File: src/rtl/hilo_div.sv
// rtl/hilo_div.sv - one-bit-per-cycle restoring divider driving the HI/LO write port
// Optional signed (div) support is compiled in with HILO_DIV_SIGNED_EN.
module hilo_div #(
  parameter int WIDTH = 32
) (
  input  logic             clk,
  input  logic             rst,
  input  logic             start_i,
  input  logic             signed_i,
  input  logic [WIDTH-1:0] opdata1_i,
  input  logic [WIDTH-1:0] opdata2_i,
  input  logic             annul_i,
  output logic             busy_o,
  output logic             we_o,
  output logic [WIDTH-1:0] hi_o,
  output logic [WIDTH-1:0] lo_o
);

  localparam int CW = (WIDTH > 1) ? $clog2(WIDTH) : 1;

  typedef enum logic [1:0] {S_IDLE, S_BYZERO, S_ON, S_END} state_t;

  state_t           r_state;
  state_t           w_next;
  logic [CW-1:0]    r_cnt;
  logic [WIDTH-1:0] r_rem;
  logic [WIDTH-1:0] r_quo;
  logic [WIDTH-1:0] r_divisor;
  logic [WIDTH-1:0] r_hi;
  logic [WIDTH-1:0] r_lo;

  logic             w_accept;
  logic             w_div_zero;
  logic             w_last;
  logic [WIDTH:0]   w_shift;
  logic             w_ge;
  logic [WIDTH-1:0] w_rem_sub;
  logic [WIDTH-1:0] w_rem_next;
  logic [WIDTH-1:0] w_quo_next;
  logic [WIDTH-1:0] w_abs1;
  logic [WIDTH-1:0] w_abs2;
  logic [WIDTH-1:0] w_fix_quo;
  logic [WIDTH-1:0] w_fix_rem;

  assign w_accept   = (r_state == S_IDLE) && start_i && !annul_i;
  assign w_div_zero = (opdata2_i == '0);
  assign w_last     = (r_cnt == CW'(WIDTH - 1));

  // Remainder is always below the divisor, so the low WIDTH bits of the difference are exact.
  assign w_shift    = {r_rem, r_quo[WIDTH-1]};
  assign w_ge       = (w_shift >= {1'b0, r_divisor});
  assign w_rem_sub  = w_shift[WIDTH-1:0] - r_divisor;
  assign w_rem_next = w_ge ? w_rem_sub : w_shift[WIDTH-1:0];
  assign w_quo_next = {r_quo[WIDTH-2:0], w_ge};

`ifdef HILO_DIV_SIGNED_EN
  logic r_neg_quo;
  logic r_neg_rem;
  logic w_sgn1;
  logic w_sgn2;

  assign w_sgn1    = signed_i & opdata1_i[WIDTH-1];
  assign w_sgn2    = signed_i & opdata2_i[WIDTH-1];
  assign w_abs1    = w_sgn1 ? -opdata1_i : opdata1_i;
  assign w_abs2    = w_sgn2 ? -opdata2_i : opdata2_i;
  assign w_fix_quo = r_neg_quo ? -w_quo_next : w_quo_next;
  assign w_fix_rem = r_neg_rem ? -w_rem_next : w_rem_next;

  always_ff @(posedge clk or negedge rst) begin
    if (!rst) begin
      r_neg_quo <= 1'b0;
      r_neg_rem <= 1'b0;
    end else if (w_accept) begin
      r_neg_quo <= w_sgn1 ^ w_sgn2;
      r_neg_rem <= w_sgn1;
    end
  end
`else
  logic w_unused_signed;

  assign w_unused_signed = signed_i;
  assign w_abs1          = opdata1_i;
  assign w_abs2          = opdata2_i;
  assign w_fix_quo       = w_quo_next;
  assign w_fix_rem       = w_rem_next;
`endif

  always_ff @(posedge clk or negedge rst) begin
    if (!rst) begin
      r_state <= S_IDLE;
    end else begin
      r_state <= w_next;
    end
  end

  always_comb begin
    w_next = r_state;
    case (r_state)
      S_IDLE:   if (w_accept) w_next = w_div_zero ? S_BYZERO : S_ON;
      S_BYZERO: w_next = annul_i ? S_IDLE : S_END;
      S_ON: begin
        if (annul_i)     w_next = S_IDLE;
        else if (w_last) w_next = S_END;
      end
      S_END:    w_next = S_IDLE;
      default:  w_next = S_IDLE;
    endcase
  end

  // For a zero divisor r_quo carries the raw dividend through to HI.
  always_ff @(posedge clk or negedge rst) begin
    if (!rst) begin
      r_cnt     <= '0;
      r_rem     <= '0;
      r_quo     <= '0;
      r_divisor <= '0;
      r_hi      <= '0;
      r_lo      <= '0;
    end else begin
      case (r_state)
        S_IDLE: begin
          if (w_accept) begin
            r_cnt     <= '0;
            r_rem     <= '0;
            r_divisor <= w_abs2;
            r_quo     <= w_div_zero ? opdata1_i : w_abs1;
          end
        end
        S_ON: begin
          if (!annul_i) begin
            r_rem <= w_rem_next;
            r_quo <= w_quo_next;
            r_cnt <= r_cnt + CW'(1);
            if (w_last) begin
              r_hi <= w_fix_rem;
              r_lo <= w_fix_quo;
            end
          end
        end
        S_BYZERO: begin
          if (!annul_i) begin
            r_hi <= r_quo;
            r_lo <= '1;
          end
        end
        default: ;
      endcase
    end
  end

  assign busy_o = (r_state != S_IDLE);
  assign we_o   = (r_state == S_END) && !annul_i;
  assign hi_o   = r_hi;
  assign lo_o   = r_lo;

endmodule

File: config.mk
export PLATFORM = sky130hd
export DESIGN_NAME = hilo_div
export DESIGN_NICKNAME = d
export VERILOG_FILES = /design/src/rtl/hilo_div.sv
export SDC_FILE = /design/constraint.sdc
export NUM_CORES = 1
export LEC_CHECK = 0
export ABC_AREA = 1
export CAP_MARGIN = 5
export CORE_ASPECT_RATIO = 0.8
export CORE_UTILIZATION = 45
export DETAILED_ROUTE_END_ITERATION = 8
export PLACE_DENSITY = 0.79
export SETUP_SLACK_MARGIN = 0.02
export SLEW_MARGIN = 25
export SYNTH_ARGS = -nofsm -noshare
export SYNTH_HDL_FRONTEND = slang
export SYNTH_SLANG_ARGS = --single-unit
export TNS_END_PERCENT = 20
File: constraint.sdc
create_clock -name clk -period 2.9 [get_ports clk]
set_input_delay 0.58 -clock clk [delete_from_list [all_inputs] [get_ports clk]]
set_output_delay 0.58 -clock clk [all_outputs]
set_load 0.005 [all_outputs]
======== Yosys cells after proc, flatten, opt, wreduce, memory -nomap -nowiden ========
Cells that the tools add are included.
operators by class
  eq/ne operators ......................... 9
  $add $sub $neg .......................... 2
  reductions and logical operators ........ 13
  magnitude comparators ................... 1
  muxes and demuxes ....................... 24
operator list
  kind                 number
  $mux 32              11
  $pmux 32 s2          4
  $ge 33x32->1         1
  $logic_not 32->1     1
  $sub 32x32->32       1
  $mux 2               5
  $mux 5               2
  $pmux 5 s2           1
  $ne 2x2->1 const B   4
  $pmux 2 s4           1
  $reduce_bool 2->1    3
  $add 5x1->5 const B  1
  $eq 5x5->1 const B   1
  $eq 2x2->1 const B   2
  $reduce_and 2->1     2
  $reduce_and 4->1     1
  $logic_and 1x1->1    3
  $ne 3x3->1 const B   1
  $reduce_and 3->1     1
  $eq 2x1->1 const B   1
  $logic_not 2->1      1
  $logic_not 1->1      1
word-level totals
  bits of input ports ..................... 69
  bits in registers ....................... 167

======== Logic depth before layout (Yosys ltp) ========
  depth in word-level cells ............... 5
  gate-level depth with buffers ........... 18

======== Worst setup path after synthesis ========
Ideal clock, no wire load.
  kind .................................... register to register
  from .................................... register r_quo[31]
  to ...................................... register r_hi[16], in the netlist hi_o[16]
  arrival ................................. 1895 ps
  setup time .............................. 117 ps
  required time ........................... 2783 ps
  period minus slack after synthesis ...... 2011 ps
  path buffers ............................ 0
  slack ................................... 889 ps
  cell stages (with the launch flop) ...... 16
  cells stage by stage .................... dfrtp_1 -> inv_1 -> ha_1 -> inv_1 -> fa_1 -> nand3_1 -> nand3_1 -> nand2_1 -> nand2_1 -> nand3_1 -> nand2_1 -> xor2_1 -> nand2_1 -> nand3_1 -> nand2_1 -> nand2_1
between the ends
  cells in the longest elaborated chain, start to end .. 5
RTL lines
  element                                                RTL line  RTL
  start, declared                                        27        logic [WIDTH-1:0] r_quo;
  start signal, assigned                                 126       r_quo <= w_div_zero ? opdata1_i : w_abs1;
  start signal, assigned                                 132       r_quo <= w_quo_next;
  $sub 32x32->32 / $ge 33x32->1 (equally long branches)  52, 51
  $mux 32 (*)                                            53        assign w_rem_next = w_ge ? w_rem_sub : w_shift[WIDTH-1:0];
  $mux 32 (*)                                            134       if (w_last) begin
  $mux 32 (*)                                            130       if (!annul_i) begin
  $pmux 32 s2 (*)                                        120       case (r_state)
  end signal, assigned                                   135       r_hi <= w_fix_rem;
  end signal, assigned                                   142       r_hi <= r_quo;
  end, declared                                          29        logic [WIDTH-1:0] r_hi;
Every way passes the cells marked *; elsewhere a longest branch is shown, timed or not. The select of a mux whose other input is x is not followed.
A chain may end at the register's enable or synchronous reset.

======== Worst setup path after layout ========
  from .................................... register r_quo[31]
  to ...................................... register r_hi[18], in the netlist hi_o[18]
The elaborated chain is that of the path after synthesis.

==> results.cfg <==
[setup_path]
ff2ff_setup_slack_ps = 380
cp_max_fo = 4
worstPathRequired_ps = 3230
r2r-start = r_quo[31]
reg2reg_depth = 16
crit_path_start_kind = flip-flop
cp.arrival_ps = 2850
critPathKind = flip-flop to flip-flop
crit_path_end_kind = flip-flop
r2r-end = hi_o[18]

[synth]
synth_seq_cells = 167
syn_area_um2 = 9992
synth_edf_count = 0
synth_cells = 1393
synth.most_common_cell = nand2_1
syn_avg_cell_area_um2 = 7.173
ys_warn_count = 0
yosysSeqAreaShare_pct = 41.82
synth_top_area_share_pct = 41.82
synth_ff_type = dfrtp_1
ys_types = 38
netlist_top_cells_area = dfrtp_1 42%, nand2_1 21%, inv_1 7.5%, ha_1 4.8%, nand3_1 4.7%
synthesis.nets = 1501
async_flop_share_pct = 100.0
yosysTopAreaCell = dfrtp_1
synthTopCellsByCount = 570 x nand2_1, 200 x inv_1, 167 x dfrtp_1, 94 x nand3_1, 55 x a21oi_1

[power_and_ir_drop]
ir_drop_mv = 0.7486
power.leakage_nw = 6.587
power_density_nw_per_um2 = 1314

[sta]
layout_setup_ws_ps = 380.0
fin_crit_sh_pct = 86.90
setup_violations = 0
finalHoldViolCount = 0
maxSlewViolCount = 0
tns_ps = 0
fin_skew_ps = 10.49
maxSlewHeadroom_pct = 57.11
max_freq_mhz = 396.8
period_minus_slack_ps = 2520
tightest_slew_ps = 643.3
rsz0062_at_grt = no

[routing]
wl_per_cell_um = 15.81
vias = 9538
via_per_inst = 5.229
first_iter_violations = 917
routed_wl_mm = 28.84
post-route-drc-count = 0
drtAntennaViolNets = 0
drt_pass1_iterations = 5

[flow_run]
maxCapViolCount = 0

[clock_network]
numClockSinks = 167
cts_root_buf = clkbuf_16
clk_latency_ps = 440
postCtsHoldBufs = 0
cts_made_buffers = 17
clock_path_buffers = 2
tritoncts = built
post_cts_buffers = 0
clkSlewWorstSetupHoldPaths_ps = 80
h-tree-depth = 4
cts_resized = 0

[floorplan]
io_pins = 135
die_w_um = 168.6
die_area_um2 = 22810
core_region_area_um2 = 21680
rows = 48
fp.dieH_um = 135.3
start_util_pct = 46.09

[cells_and_area]
layout-drive-gt1-share_pct = 5.118
antenna_cells = 0
nets = 1620
areaGrowthSynthToFinish_pct = 22.49

[min_path]
hp-class = primary input to asynchronous set/reset pin

[global_routing]
grt_pass1_vias = 9199
grt.total_usage_pct = 26.34
overflow = 0
antenna_found_initial = 0
grt_pass1_wl_mm = 47.14
grt_max_degree = 65

[placed_design]
port_buffers = 133
dp_slack_ps = 372.5
hpwl_mm = 21.35
gp_congestion = 0.9208

[status]
outcome = finished, final reports clean
## how the worst max path moves through the flow
stage                    from        to  cells past startpoint
floorplan           r_quo[31]  hi_o[16]                     15
global placement      annul_i  r_cnt[3]                     11
detailed placement    annul_i  r_cnt[3]                     11
CTS                 r_quo[31]  hi_o[18]                     16
global route        r_rem[14]  hi_o[20]                     15
finish              r_quo[31]  hi_o[18]                     16
## cell families (layout without fill, tap and decap cells)
logic type / Yosys count / count (layout) / synth area share (%)
and+or+nand+nor: 748 / 748 / 30.82
buffers and inverters: 260 / 391 / 10.13
DFF: 167 / 167 / 41.82
AOI/OAI and AO/OA: 164 / 164 / 10.96
adders and majority gates: 39 / 39 / 4.959
xor gates and xnor gates: 15 / 15 / 1.315
## critical path, stage by stage, from the launching register on
cell     delay, ps
dfrtp_1        390
inv_1          130
ha_1           160
inv_1           80
fa_1           430
nand3_1        110
nand3_1        170
nand2_1        100
nand2_1        130
nand2_1        110
nand2_1         50
nand2_1         50
nand2_1        100
nand2_1        100
nand3_1        110
nand2_1        120
nand2_1         60
## sequential cells by signal (all words and copies together) (netlist names)
name	cells
hi_o	32
r_cnt	5
r_quo	32
r_divisor	32
r_state	2
lo_o	32
r_rem	32
## stage by stage
stage / power [W] / cell area [um2] / hold WS, ps / util [%] / std cells
floorplan: 0.01048 / 9992 / 284.4 / - / 1393
CTS: 0.01596 / 12240 / 125.2 / 56.45 / 1824
finish: 0.01609 / 12240 / 97.02 / 56.45 / 1824
global route: 0.01742 / 12240 / 126.3 / 56.45 / 1824
global placement: 0.01341 / 11660 / 462.2 / 53.79 / 1793
detailed placement: 0.01360 / 11660 / 464.6 / 53.79 / 1793
## routing by layer
metal | vias up | share of wire [%] | global-route usage [%]
li1 | 4639 | - | -
met1 | 4452 | 47 | 38.17
met2 | 411 | 42 | 38.36
met3 | 36 | 8.9 | 6.982
met4 | 0 | 1.6 | 7.828
met5 | - | 0 | 0
## power breakdown
group	internal [W]	switching [W]
clock	0.00115	0.00112
sequential	0.00340	0.000666
combinational	0.00356	0.00619
total	0.00811	0.00798
## final cells by class
class,count,area [um2]
Timing Repair Buffer,152,1513
Multi-Input combinational cell,966,4815
Sequential cell,167,4179
Clock inverter,14,151.4
Inverter,208,780.7
Clock buffer,17,425.4
Tap cell,300,375.4
Fill cell,2014,9442
## placed cells by master, fill, tap and decap left out, types with 15 or more instances in the layout
master	n
a21oi_1	55
a2bb2oi_1	31
buf_4	16
clkbuf_16	17
clkdlybuf4s50_1	132
dfrtp_1	167
ha_1	38
inv_1	200
nand2_1	570
nand3_1	94
nor2_1	41
o21ai_0	32
o221ai_1	31
xor2_1	15
Note: power is estimated with default switching activity, not from simulation.
